File: config.mk
export PLATFORM = sky130hd
export DESIGN_NAME = stopwatch_lap
export DESIGN_NICKNAME = d
export VERILOG_FILES = /design/src/rtl/stopwatch_lap.sv
export SDC_FILE = /design/constraint.sdc
export NUM_CORES = 1
export LEC_CHECK = 0
export CAP_MARGIN = 25
export CORE_MARGIN = 2
export CORE_UTILIZATION = 30
export CTS_BUF_LIST = sky130_fd_sc_hd__clkbuf_16
export DETAILED_ROUTE_END_ITERATION = 16
export PLACE_DENSITY = 0.47
export SLEW_MARGIN = 20
export SYNTH_ARGS = -nofsm -noshare
export SYNTH_HDL_FRONTEND = slang
export SYNTH_SLANG_ARGS = --single-unit
File: constraint.sdc
create_clock -name clk -period 4 [get_ports clk]
set_input_delay 0.8 -clock clk [delete_from_list [all_inputs] [get_ports clk]]
set_output_delay 0.8 -clock clk [all_outputs]
set_load 0.005 [all_outputs]
File: src/rtl/stopwatch_lap.sv
// BCD stopwatch (mm:ss:cc) with run/pause/clear, lap buffer and a 2x16 LCD text source.
// Optional hours digit when SW_HOURS_EN is defined.
module stopwatch_lap #(
  parameter int CLK_HZ    = 50_000_000,
  parameter int TICK_HZ   = 100,
  parameter int LAP_DEPTH = 4,
  parameter int MAX_MIN   = 59
) (
  input  logic       clk,
  input  logic       rst,
  input  logic       start_stop,
  input  logic       clear,
  input  logic       lap,
  input  logic [3:0] lap_sel,
  input  logic [4:0] index,
  output logic [7:0] out,
  output logic       running,
  output logic [3:0] lap_count,
  output logic       lap_full,
  output logic [1:0] state_dbg
);

  // Control pulses (start_stop, clear, lap) are single-cycle strobes sampled on
  // every rising clk edge; there is no ready/back-pressure, each pulse acts once.

  localparam int DIV = CLK_HZ / TICK_HZ;
  localparam int PW  = (DIV > 1) ? $clog2(DIV) : 1;
  localparam logic [PW-1:0] PRESC_LAST = PW'(DIV - 1);
  localparam logic [3:0]    DEPTH4     = 4'(LAP_DEPTH);
  localparam logic [7:0]    DASH       = 8'h2d;
  localparam logic [7:0]    SPACE      = 8'h20;

`ifdef SW_HOURS_EN
  localparam int TW = 28;
  localparam logic [3:0] MIN_T = 4'd5;
  localparam logic [3:0] MIN_U = 4'd9;
`else
  localparam int TW = 24;
  localparam logic [3:0] MIN_T = 4'(MAX_MIN / 10);
  localparam logic [3:0] MIN_U = 4'(MAX_MIN % 10);
`endif

  typedef enum logic [1:0] {
    S_IDLE  = 2'd0,
    S_RUN   = 2'd1,
    S_PAUSE = 2'd2
  } state_t;

  state_t        state;
  logic [PW-1:0] presc;
  logic [3:0]    mm_t, mm_u, ss_t, ss_u, cc_t, cc_u;
  logic [3:0]    nx_mm_t, nx_mm_u, nx_ss_t, nx_ss_u, nx_cc_t, nx_cc_u;
  logic          c_s, c_m;
  logic          tick;
  logic [TW-1:0] cur_time;
  logic [TW-1:0] sel_time;
  logic [TW-1:0] lap_mem [LAP_DEPTH];
  logic          lap_valid, sel_in_range;
  logic [7:0]    ch;

`ifdef SW_HOURS_EN
  logic [3:0] hh, nx_hh;
  logic       c_h;
  assign cur_time = {hh, mm_t, mm_u, ss_t, ss_u, cc_t, cc_u};
`else
  assign cur_time = {mm_t, mm_u, ss_t, ss_u, cc_t, cc_u};
`endif

  assign tick      = (state == S_RUN) && (presc == PRESC_LAST);
  assign state_dbg = state;

  // Ripple-carry BCD increment, evaluated every cycle, applied only on tick.
  always_comb begin
    nx_cc_u = cc_u;
    nx_cc_t = cc_t;
    nx_ss_u = ss_u;
    nx_ss_t = ss_t;
    nx_mm_u = mm_u;
    nx_mm_t = mm_t;
    c_s     = 1'b0;
    c_m     = 1'b0;
`ifdef SW_HOURS_EN
    nx_hh   = hh;
    c_h     = 1'b0;
`endif
    if (cc_u == 4'd9) begin
      nx_cc_u = 4'd0;
      if (cc_t == 4'd9) begin
        nx_cc_t = 4'd0;
        c_s     = 1'b1;
      end else begin
        nx_cc_t = cc_t + 4'd1;
      end
    end else begin
      nx_cc_u = cc_u + 4'd1;
    end
    if (c_s) begin
      if (ss_u == 4'd9) begin
        nx_ss_u = 4'd0;
        if (ss_t == 4'd5) begin
          nx_ss_t = 4'd0;
          c_m     = 1'b1;
        end else begin
          nx_ss_t = ss_t + 4'd1;
        end
      end else begin
        nx_ss_u = ss_u + 4'd1;
      end
    end
    if (c_m) begin
      if (mm_t == MIN_T && mm_u == MIN_U) begin
        nx_mm_t = 4'd0;
        nx_mm_u = 4'd0;
`ifdef SW_HOURS_EN
        c_h     = 1'b1;
`endif
      end else if (mm_u == 4'd9) begin
        nx_mm_u = 4'd0;
        nx_mm_t = mm_t + 4'd1;
      end else begin
        nx_mm_u = mm_u + 4'd1;
      end
    end
`ifdef SW_HOURS_EN
    if (c_h) nx_hh = (hh == 4'd9) ? 4'd0 : hh + 4'd1;
`endif
  end

  always_ff @(posedge clk or negedge rst) begin
    if (!rst) begin
      state     <= S_IDLE;
      running   <= 1'b0;
      presc     <= '0;
      {mm_t, mm_u, ss_t, ss_u, cc_t, cc_u} <= '0;
`ifdef SW_HOURS_EN
      hh        <= 4'd0;
`endif
      lap_count <= 4'd0;
      lap_full  <= 1'b0;
      for (int i = 0; i < LAP_DEPTH; i++) lap_mem[i] <= '0;
    end else if (clear) begin
      state     <= S_IDLE;
      running   <= 1'b0;
      presc     <= '0;
      {mm_t, mm_u, ss_t, ss_u, cc_t, cc_u} <= '0;
`ifdef SW_HOURS_EN
      hh        <= 4'd0;
`endif
      lap_count <= 4'd0;
      lap_full  <= 1'b0;
    end else begin
      if (start_stop) begin
        case (state)
          S_RUN: begin
            state   <= S_PAUSE;
            running <= 1'b0;
          end
          default: begin
            state   <= S_RUN;
            running <= 1'b1;
          end
        endcase
      end
      // The prescaler still advances on the cycle that pauses, so the partial
      // centisecond is carried across a pause.
      if (state == S_RUN) begin
        if (tick) begin
          presc <= '0;
          {mm_t, mm_u, ss_t, ss_u, cc_t, cc_u} <=
            {nx_mm_t, nx_mm_u, nx_ss_t, nx_ss_u, nx_cc_t, nx_cc_u};
`ifdef SW_HOURS_EN
          hh <= nx_hh;
`endif
        end else begin
          presc <= presc + 1'b1;
        end
        if (lap && !start_stop && !lap_full) begin
          for (int i = 0; i < LAP_DEPTH; i++)
            if (lap_count == 4'(i)) lap_mem[i] <= cur_time;
          lap_count <= lap_count + 4'd1;
          lap_full  <= ((lap_count + 4'd1) == DEPTH4);
        end
      end
    end
  end

  always_comb begin
    sel_time = '0;
    for (int i = 0; i < LAP_DEPTH; i++)
      if (lap_sel == 4'(i)) sel_time = lap_mem[i];
  end

  assign lap_valid    = (lap_sel < lap_count);
  assign sel_in_range = (lap_sel < DEPTH4);

  function automatic logic [7:0] dig(input logic [3:0] d);
    return 8'h30 + {4'h0, d};
  endfunction

  function automatic logic [7:0] lap_dig(input logic v, input logic [3:0] d);
    return v ? (8'h30 + {4'h0, d}) : DASH;
  endfunction

  always_comb begin
    ch = SPACE;
    case (index)
      5'd0:  ch = "L";
      5'd1:  ch = "A";
      5'd2:  ch = "P";
      5'd4:  ch = sel_in_range ? (8'h31 + {4'h0, lap_sel}) : DASH;
`ifdef SW_HOURS_EN
      5'd5:  ch = lap_dig(lap_valid, sel_time[27:24]);
`endif
      5'd6:  ch = lap_dig(lap_valid, sel_time[23:20]);
      5'd7:  ch = lap_dig(lap_valid, sel_time[19:16]);
      5'd8:  ch = ":";
      5'd9:  ch = lap_dig(lap_valid, sel_time[15:12]);
      5'd10: ch = lap_dig(lap_valid, sel_time[11:8]);
      5'd11: ch = ":";
      5'd12: ch = lap_dig(lap_valid, sel_time[7:4]);
      5'd13: ch = lap_dig(lap_valid, sel_time[3:0]);
      5'd16: ch = "T";
      5'd17: ch = "I";
      5'd18: ch = "M";
      5'd19: ch = "E";
`ifdef SW_HOURS_EN
      5'd20: ch = dig(hh);
`endif
      5'd21: ch = dig(mm_t);
      5'd22: ch = dig(mm_u);
      5'd23: ch = ":";
      5'd24: ch = dig(ss_t);
      5'd25: ch = dig(ss_u);
      5'd26: ch = ":";
      5'd27: ch = dig(cc_t);
      5'd28: ch = dig(cc_u);
      5'd30: ch = (state == S_RUN) ? "R" : (state == S_PAUSE) ? "P" : SPACE;
      default: ch = SPACE;
    endcase
  end

  always_ff @(posedge clk or negedge rst) begin
    if (!rst) out <= 8'h00;
    else      out <= ch;
  end

endmodule

# Word level (Yosys, flattened, before mapping)
# Cells that the tools add are included.
[totals] elab_cells=176 output_inout_bits=16 input_bits=14 register_bits=155
[op_classes] n_lt_le_gt_ge=2 bitwise_logic=1 mux=66 add_sub_neg=21 reduce_logical=30 n_eq_ne=40
[ops] op="case mux 7 bit (22 select lines)" n=1
[ops] op="2-to-1 mux 4 bit" n=35
[ops] op="2-to-1 mux 24 bit" n=4
[ops] op="adder 6 x 4 -> 7 bit, first input constant" n=13
[ops] op="equality test 5 bit, second input constant" n=13
[ops] op="2-to-1 mux 7 bit" n=9
[ops] op="2-to-1 mux 19 bit" n=3
[ops] op="equality test 5 x 4 -> 1 bit, second input constant" n=6
[ops] op="adder 4 x 1 -> 4 bit, second input constant" n=7
[ops] op="AND reduction 4 bit" n=6
[ops] op="adder 19 x 1 -> 19 bit, second input constant" n=1
[ops] op="equality test 19 bit, second input constant" n=1
[ops] op="equality test 4 x 2 -> 1 bit, second input constant" n=4
[ops] op="equality test 4 bit, second input constant" n=4
[ops] op="nonzero test 2 bit" n=8
[ops] op="equality test 5 x 3 -> 1 bit, second input constant" n=3
[ops] op="equality test 4 x 3 -> 1 bit, second input constant" n=3
[ops] op="2-to-1 mux 1 bit" n=11
[ops] op="AND reduction 3 bit" n=3
[ops] op="equality test 4 x 1 -> 1 bit, second input constant" n=2
[ops] op="logical NOT 4 bit" n=2
[ops] op="2-to-1 mux 2 bit" n=3
[ops] op="equality test 5 x 1 -> 1 bit, second input constant" n=1
[ops] op="equality test 5 x 2 -> 1 bit, second input constant" n=1
[ops] op="11 further kinds" n=16

# Depth between registers and ports, before layout
# Gate-level depths: netlist (run 1).
[logic_depth] word_depth=8 mapped_depth=10 depth_no_buf=8

# Worst setup path before layout (run 1)
# OpenSTA, ideal clock, no wires.
[synth_timing] path_type="input port to flip-flop" start="input port lap_sel[0]" end="register out[2]" t_required_ns=3.860 path_stages=9 arrival_time_ns=2.412 path_slack_ns=1.448 setup_time_ns=0.140 cell_sequence="inv_1 ha_1 nor2b_1 clkbuf_1 clkbuf_1 a221oi_1 o22ai_1 a2111oi_0 nand3_1"
[synth_between] elab_chain_cells=8 elab_cells_between_ends=25 cone_classes="add/sub: 7; order compare: 2; eq/ne: 3; mux: 12; reduce/logical: 1"
[synth_lines] item="from (decl)" line_no="14" rtl="input logic [3:0] lap_sel,"
[synth_lines] item="logical NOT 4 bit" line_no="190" rtl="if (lap_sel == 4'(i)) sel_time = lap_mem[i];"
[synth_lines] item="2-to-1 mux 24 bit (4 in series)" line_no="190"
[synth_lines] item="adder 6 x 4 -> 7 bit" line_no="201" rtl="return v ? (8'h30 + {4'h0, d}) : DASH;"
[synth_lines] item="2-to-1 mux 7 bit" line_no="201"
[synth_lines] item="case mux 7 bit (22 select lines) (*)" line_no="206" rtl="case (index)"
[synth_lines] item="net ch[2]" line_no="59" rtl="logic [7:0] ch;"
[synth_lines] item="to (signal assigned)" line_no="244" rtl="else out <= ch;"
[synth_lines] item="to (decl)" line_no="16" rtl="output logic [7:0] out,"
# The timed path passes the listed nets; every way through them passes the cells marked *.
# A chain may end at the register's enable or synchronous reset.

# Worst setup path after layout (run 1)
[layout_timing] start="input port lap_sel[1]" end="register out[3]"
# Same word-level chain as after synthesis.

==> flow_summary.yaml, run 1 <==
sta:
  setup_tns_ns: 0
  drv_slew: 0
  fin_crit_sh_pct: 74.2
  period_minus_slack_ns: 2.97
  finClkSkew_ns: 0.0109
  relSlewSlack_pct: 54.4
  rsz0062_at_grt: "false"
  clock.fmax_mhz: 337
  worst_pin_slew_ns: 0.684
  hold_violations: 0
  setup_viol: 0
synth:
  synth-main-ff-cell: "dfrtp_1"
  netlist_area_sq_um: 8170
  yosysUniqueCellTypes: 75
  avgSynthCellArea_sq_um: 9.78
  yosysSeqAreaShare_pct: 46.9
  ys_warn_count: 0
  yosys-top-cells-area: "dfrtp_1 47%, mux2_2 8.3%, nand2_1 4.5%, o21ai_0 3.8%, ha_1 3.4%"
  synthArstFlopShare_pct: 100
  synth_seq_cells: 153
  synth_edf_count: 0
  synth_nets: 871
  syn_inst: 835
  yosys.area.top_type: "dfrtp_1"
  yosys.area.top_type_share_pct: 46.9
global_route:
  grt_max_degree: 66
  track_usage_pct: 17.7
  grt_pass1_wl_mm: 38.2
  antenna_found_initial: 0
  grt_pass1_vias: 6298
  grt-ovfl-total: 0
clocking:
  cts_tree: "yes"
  ctsHoldBuffers: 0
  htreeDepth: 4
  post_cts_buffers: 0
  clock-sinks: 153
  ctsResizeCount: 0
  clockBufferDepth: 2
  cts_buffers: 17
  clock_latency_ns: 0.44
  cts-root-buf: "clkbuf_16"
  path_clk_slew_ns: 0.07
pwr:
  clkPwrFrac_pct: 41.8
  vdd_drop_max_uv: 260
  p_leak_nw: 4.05
  switching_share_pct: 30.2
  power_density_nw_per_um2: 413
  pwr-share-comb_pct: 12.3
  switchingPower_mw: 1.18
  seq_power_share_pct: 45.9
  intPower_mw: 2.72
floorplan:
  die_h_um: 169
  start_util_pct: 30.4
  core_area_sq_um: 26900
  die_width_um: 169
  ios: 30
  rows: 60
  dieArea_sq_um: 28600
place:
  place_congestion: 0.953
  place_area_sq_um: 8880
  io_buffers: 28
  hpwl_mm: 17.0
worst_setup_path:
  crit_required_ns: 4.31
  slowest_stage: "a2111oi_0"
  cp-end-kind: "flop"
  critPathMaxFanout: 18
  slowest_delay_ns: 0.54
  path_cells: "clkdlybuf4s50_1, inv_1, ha_1, nor2b_1, buf_4, a221oi_1, o32ai_1, a2111oi_0, nand3_1"
  cp-start-kind: "input pin"
  critPathArrivalTime_ns: 3.28
  path_class: "in2reg"
finish:
  nNetsFinal: 891
  fin_util_pct: 35.2
  drive_above_1_share_pct: 16.0
  largestRegisters: "lap_mem: 96 flops, presc: 19 flops, out: 7 flops"
  top_register: "lap_mem"
  final_cell_area_sq_um: 9470
  area_growth_syn_to_layout_pct: 15.9
  diodes: 0
  final_common_cell: "dfrtp_1"
  nFillCells: 2759
  final_cell_mix: "153 x dfrtp_1, 98 x nand2_1, 68 x nor2_1"
  largest_reg_flops: 96
drt:
  avgViaCountPerCell: 5.26
  dr.first_iter.drc_count: 500
  drtAntennaViolNets: 0
  drtPass1Iterations: 5
  totalWireLength_mm: 24.4
  drc: 0
  via_count: 6363
  routedWlPerCell_um: 20.2
hold_path:
  hp-class: "in2async"
flow_run:
  drv_cap: 0
status:
  status: "completed"
==> per-stage QoR <==
stage	cells	power, mW	setup slack, ns	hold slack (ns)
final	1209	3.91	1.03	0.306
after global routing	1209	4.07	0.815	0.329
after CTS	1209	3.95	1.05	0.317
after detailed placement	1177	2.31	0.586	0.474
after global placement	1177	2.31	0.589	0.462
after floorplan	835	2.06	1.45	0.441
==> area by class of cell <==
class / instances / area (sq um) / share of cell area, %
Multi-Input combinational cell: 601 / 4020 / 42.4
Sequential cell: 153 / 3830 / 40.4
Timing Repair Buffer: 60 / 529 / 5.59
Tap cell: 341 / 427 / 4.51
Clock buffer: 17 / 425 / 4.49
Clock inverter: 15 / 158 / 1.67
Inverter: 22 / 82.6 / 0.872
==> Yosys cell counts (9+ instances only) <==
cell	count
a221oi_1	14
clkbuf_1	44
o21ai_0	62
nor3_1	16
nor2_1	68
buf_1	9
nand3_1	27
inv_1	21
dfrtp_1	153
mux2_2	60
o31ai_1	10
nand2_1	98
a21oi_1	26
ha_1	22
xor2_1	10
nand2b_1	10
nand4_1	12
or3_1	10
xnor2_1	13
o22ai_1	12
==> logic make-up (layout without fill, tap and decap cells) <==
family	count (synthesis)	after routing	synth area share (%)
simple gates	291	291	18.1
compound gates	196	196	16.0
flops	153	153	46.9
buf+inv	81	114	3.95
mux	68	68	9.25
xor+xnor	23	23	2.47
fa+ha+maj	22	22	3.37
other cells	1	1	0.0459
==> final timing paths <==
check                            start  slack (ns)  cells past startpoint      endpoint
setup / recovery            lap_sel[1]        1.03                      9        out[3]
hold / removal                     rst        0.31                      1       mm_t[2]
setup reg to reg             presc[11]        1.18                      6       mm_t[0]
hold reg to reg            lap_mem[42]        0.49                      2   lap_mem[42]
max in group asynchronous          rst        2.78                      2  state_dbg[1]
min in group clk           lap_mem[42]        0.49                      2   lap_mem[42]
==> per-layer routing <==
layer	vias to the layer above	track usage (%)	share of wire, %
met5	-	0	0
met4	0	4.53	1.2
met3	20	3.83	5.2
met2	144	27.4	46
met1	3144	25.2	48
li1	3055	-	-
==> power by group through the flow <==
| stage | registers [mW] | logic [mW] | clock network [mW] |
|---|---|---|---|
| 6_report | 1.79 | 0.479 | 1.63 |
| 5_1_grt | 1.81 | 0.533 | 1.73 |
| 2_1_floorplan | 1.73 | 0.339 | 0 |
| 4_1_cts | 1.79 | 0.484 | 1.67 |
| 3_5_place_dp | 1.82 | 0.481 | 0 |
| 3_3_place_gp | 1.83 | 0.477 | 0 |
==> critical path, delay by kind of cell <==
kind / cells / cell delay [ns]
buf+inv: 3 / 0.87
compound gates: 3 / 0.96
fa+ha+maj: 1 / 0.42
simple gates: 2 / 0.22
Power figures use the tool's default switching activity.
==> run 2: changes to the inputs <==
--- a/config.mk
+++ b/config.mk
@@ -10,7 +10,7 @@
 export CORE_UTILIZATION = 30
 export CTS_BUF_LIST = sky130_fd_sc_hd__clkbuf_16
 export DETAILED_ROUTE_END_ITERATION = 16
-export PLACE_DENSITY = 0.47
+export PLACE_DENSITY = 0.49
 export SLEW_MARGIN = 20
 export SYNTH_ARGS = -nofsm -noshare
 export SYNTH_HDL_FRONTEND = slang
==> constraint.sdc (replaced) <==
create_clock -name clk -period 2.4 [get_ports clk]
set_input_delay 0.48 -clock clk [delete_from_list [all_inputs] [get_ports clk]]
set_output_delay 0.48 -clock clk [all_outputs]
set_load 0.005 [all_outputs]
==> flow_summary.yaml, run 2 (synthesized netlist as in run 1, its figures left out) <==
status:
  status: "completed"
global_route:
  track_usage_pct: 18.1
  grt_pass1_vias: 6808
  grt_pass1_wl_mm: 39.4
  grt_max_degree: 75
  grt-ovfl-total: 0
  antenna_found_initial: 0
floorplan:
  dieArea_sq_um: 28600
  core_area_sq_um: 26900
  start_util_pct: 30.4
  rows: 60
  ios: 30
  die_width_um: 169
  die_h_um: 169
sta:
  period_minus_slack_ns: 2.30
  clock.fmax_mhz: 434
  setup_viol: 0
  setup_tns_ns: 0
  hold_violations: 0
  rsz0062_at_grt: "true"
  drv_slew: 0
  fin_crit_sh_pct: 96.0
  relSlewSlack_pct: 61.8
  worst_slack_ns: 0.0971
  finClkSkew_ns: 0.0115
  worst_pin_slew_ns: 0.570
finish:
  final_cell_area_sq_um: 10400
  diodes: 0
  nNetsFinal: 976
  final_common_cell: "dfrtp_1"
  final_cell_mix: "153 x dfrtp_1, 104 x buf_4, 96 x nand2_1"
  largestRegisters: "lap_mem: 96 flops, presc: 19 flops, out: 7 flops"
  area_growth_syn_to_layout_pct: 27.0
  top_register: "lap_mem"
  drive_above_1_share_pct: 25.4
  largest_reg_flops: 96
drt:
  avgViaCountPerCell: 5.26
  dr.first_iter.drc_count: 430
  totalWireLength_mm: 25.3
  drtPass1Iterations: 5
  drtAntennaViolNets: 0
  via_count: 6804
  drc: 0
  routedWlPerCell_um: 19.6
place:
  pre_cts_slack_ns: -0.504
  place_area_sq_um: 9610
  io_buffers: 28
  place_congestion: 0.929
  hpwl_mm: 18.1
clocking:
  cts_tree: "yes"
  clockBufferDepth: 2
  htreeDepth: 4
  path_clk_slew_ns: 0.07
  clock-sinks: 153
  cts_buffers: 17
  cts-root-buf: "clkbuf_16"
  clock_latency_ns: 0.43
worst_setup_path:
  path_class: "reg2reg"
  worstRegToRegCells: 8
  r2r_end: "mm_t[3]"
  reg2reg_slack_ns: 0.1
  cp-start-kind: "flop"
  cp-end-kind: "flop"
  critPathMaxFanout: 6
  rr_startpoint: "presc[6]"
  critPathArrivalTime_ns: 2.61
  crit_required_ns: 2.70
hold_path:
  worstHoldStart: "clear"
  hold_end: "cc_t[2]"
  hp-class: "in2reg"
  holdPathStages: 2
pwr:
  power_density_nw_per_um2: 646
  p_leak_nw: 4.61
  vdd_drop_max_uv: 488
flow_run:
  drv_cap: 0
run 2: timing repair:
action / CTS / global route
hold buffers: 1 / 0
gates resized for setup: 3 / 24
hold endpoints to repair: 28 / 0
cloned: 0 / 1
pin swaps: 0 / 5
setup buffers: 0 / 3
endpoints found under the setup margin: 2 / 73
run 2: worst max path at each step:
stage / from / depth (start not counted) / to
floorplan: state_dbg[1] / 8 / lap_mem[11]
global placement: lap_sel[1] / 10 / out[1]
detailed placement: lap_sel[0] / 8 / out[2]
CTS: lap_sel[1] / 10 / out[3]
global route: presc[6] / 8 / mm_t[3]
finish: presc[6] / 8 / mm_t[3]
run 2: stage by stage:
| step | utilization [%] | instances | hold slack (ns) | power (mW) |
|---|---|---|---|---|
| floorplan | - | 835 | 0.184 | 3.44 |
| global placement | 35.8 | 1257 | 0.395 | 3.97 |
| detailed placement | 35.8 | 1257 | 0.395 | 3.97 |
| CTS | 38.1 | 1290 | 0.438 | 6.77 |
| global route | 38.6 | 1294 | 0.478 | 7.00 |
| finish | 38.6 | 1294 | 0.441 | 6.70 |
run 2: where the power goes:
group          internal [mW]  leakage [nW]  switching (mW)
sequential              2.75          2.08           0.189
combinational          0.447          2.22           0.549
clock                   1.64         0.304            1.12
total                   4.84          4.61            1.86
run 2: worst max-delay path, stage by stage (launching register included):
cell and delay [ns]:
dfrtp_1 0.39, or4_4 0.55, nor4_4 0.36, buf_4 0.20, a31oi_4 0.09, nor2b_1 0.15
buf_4 0.18, mux2i_1 0.18, o21ai_1 0.08
run 2: final cells by class:
cell class / instances / area [sq um]
well taps: 341 / 427
flip-flops and latches: 153 / 3830
inverters: 22 / 82.6
repair buffers: 145 / 1320
clock buffers: 17 / 425
clock inverters: 15 / 178
multi-input cells: 601 / 4110
fillers: 2674 / 16500
run 2: routing by layer:
layer  part of all wire [%]  up-vias  GRT usage (%)
met5                      0        -              0
met4                    2.6        0           6.65
met3                    4.0       33           3.02
met2                     46      151           29.1
met1                     47     3384           24.7
li1                       -     3236              -
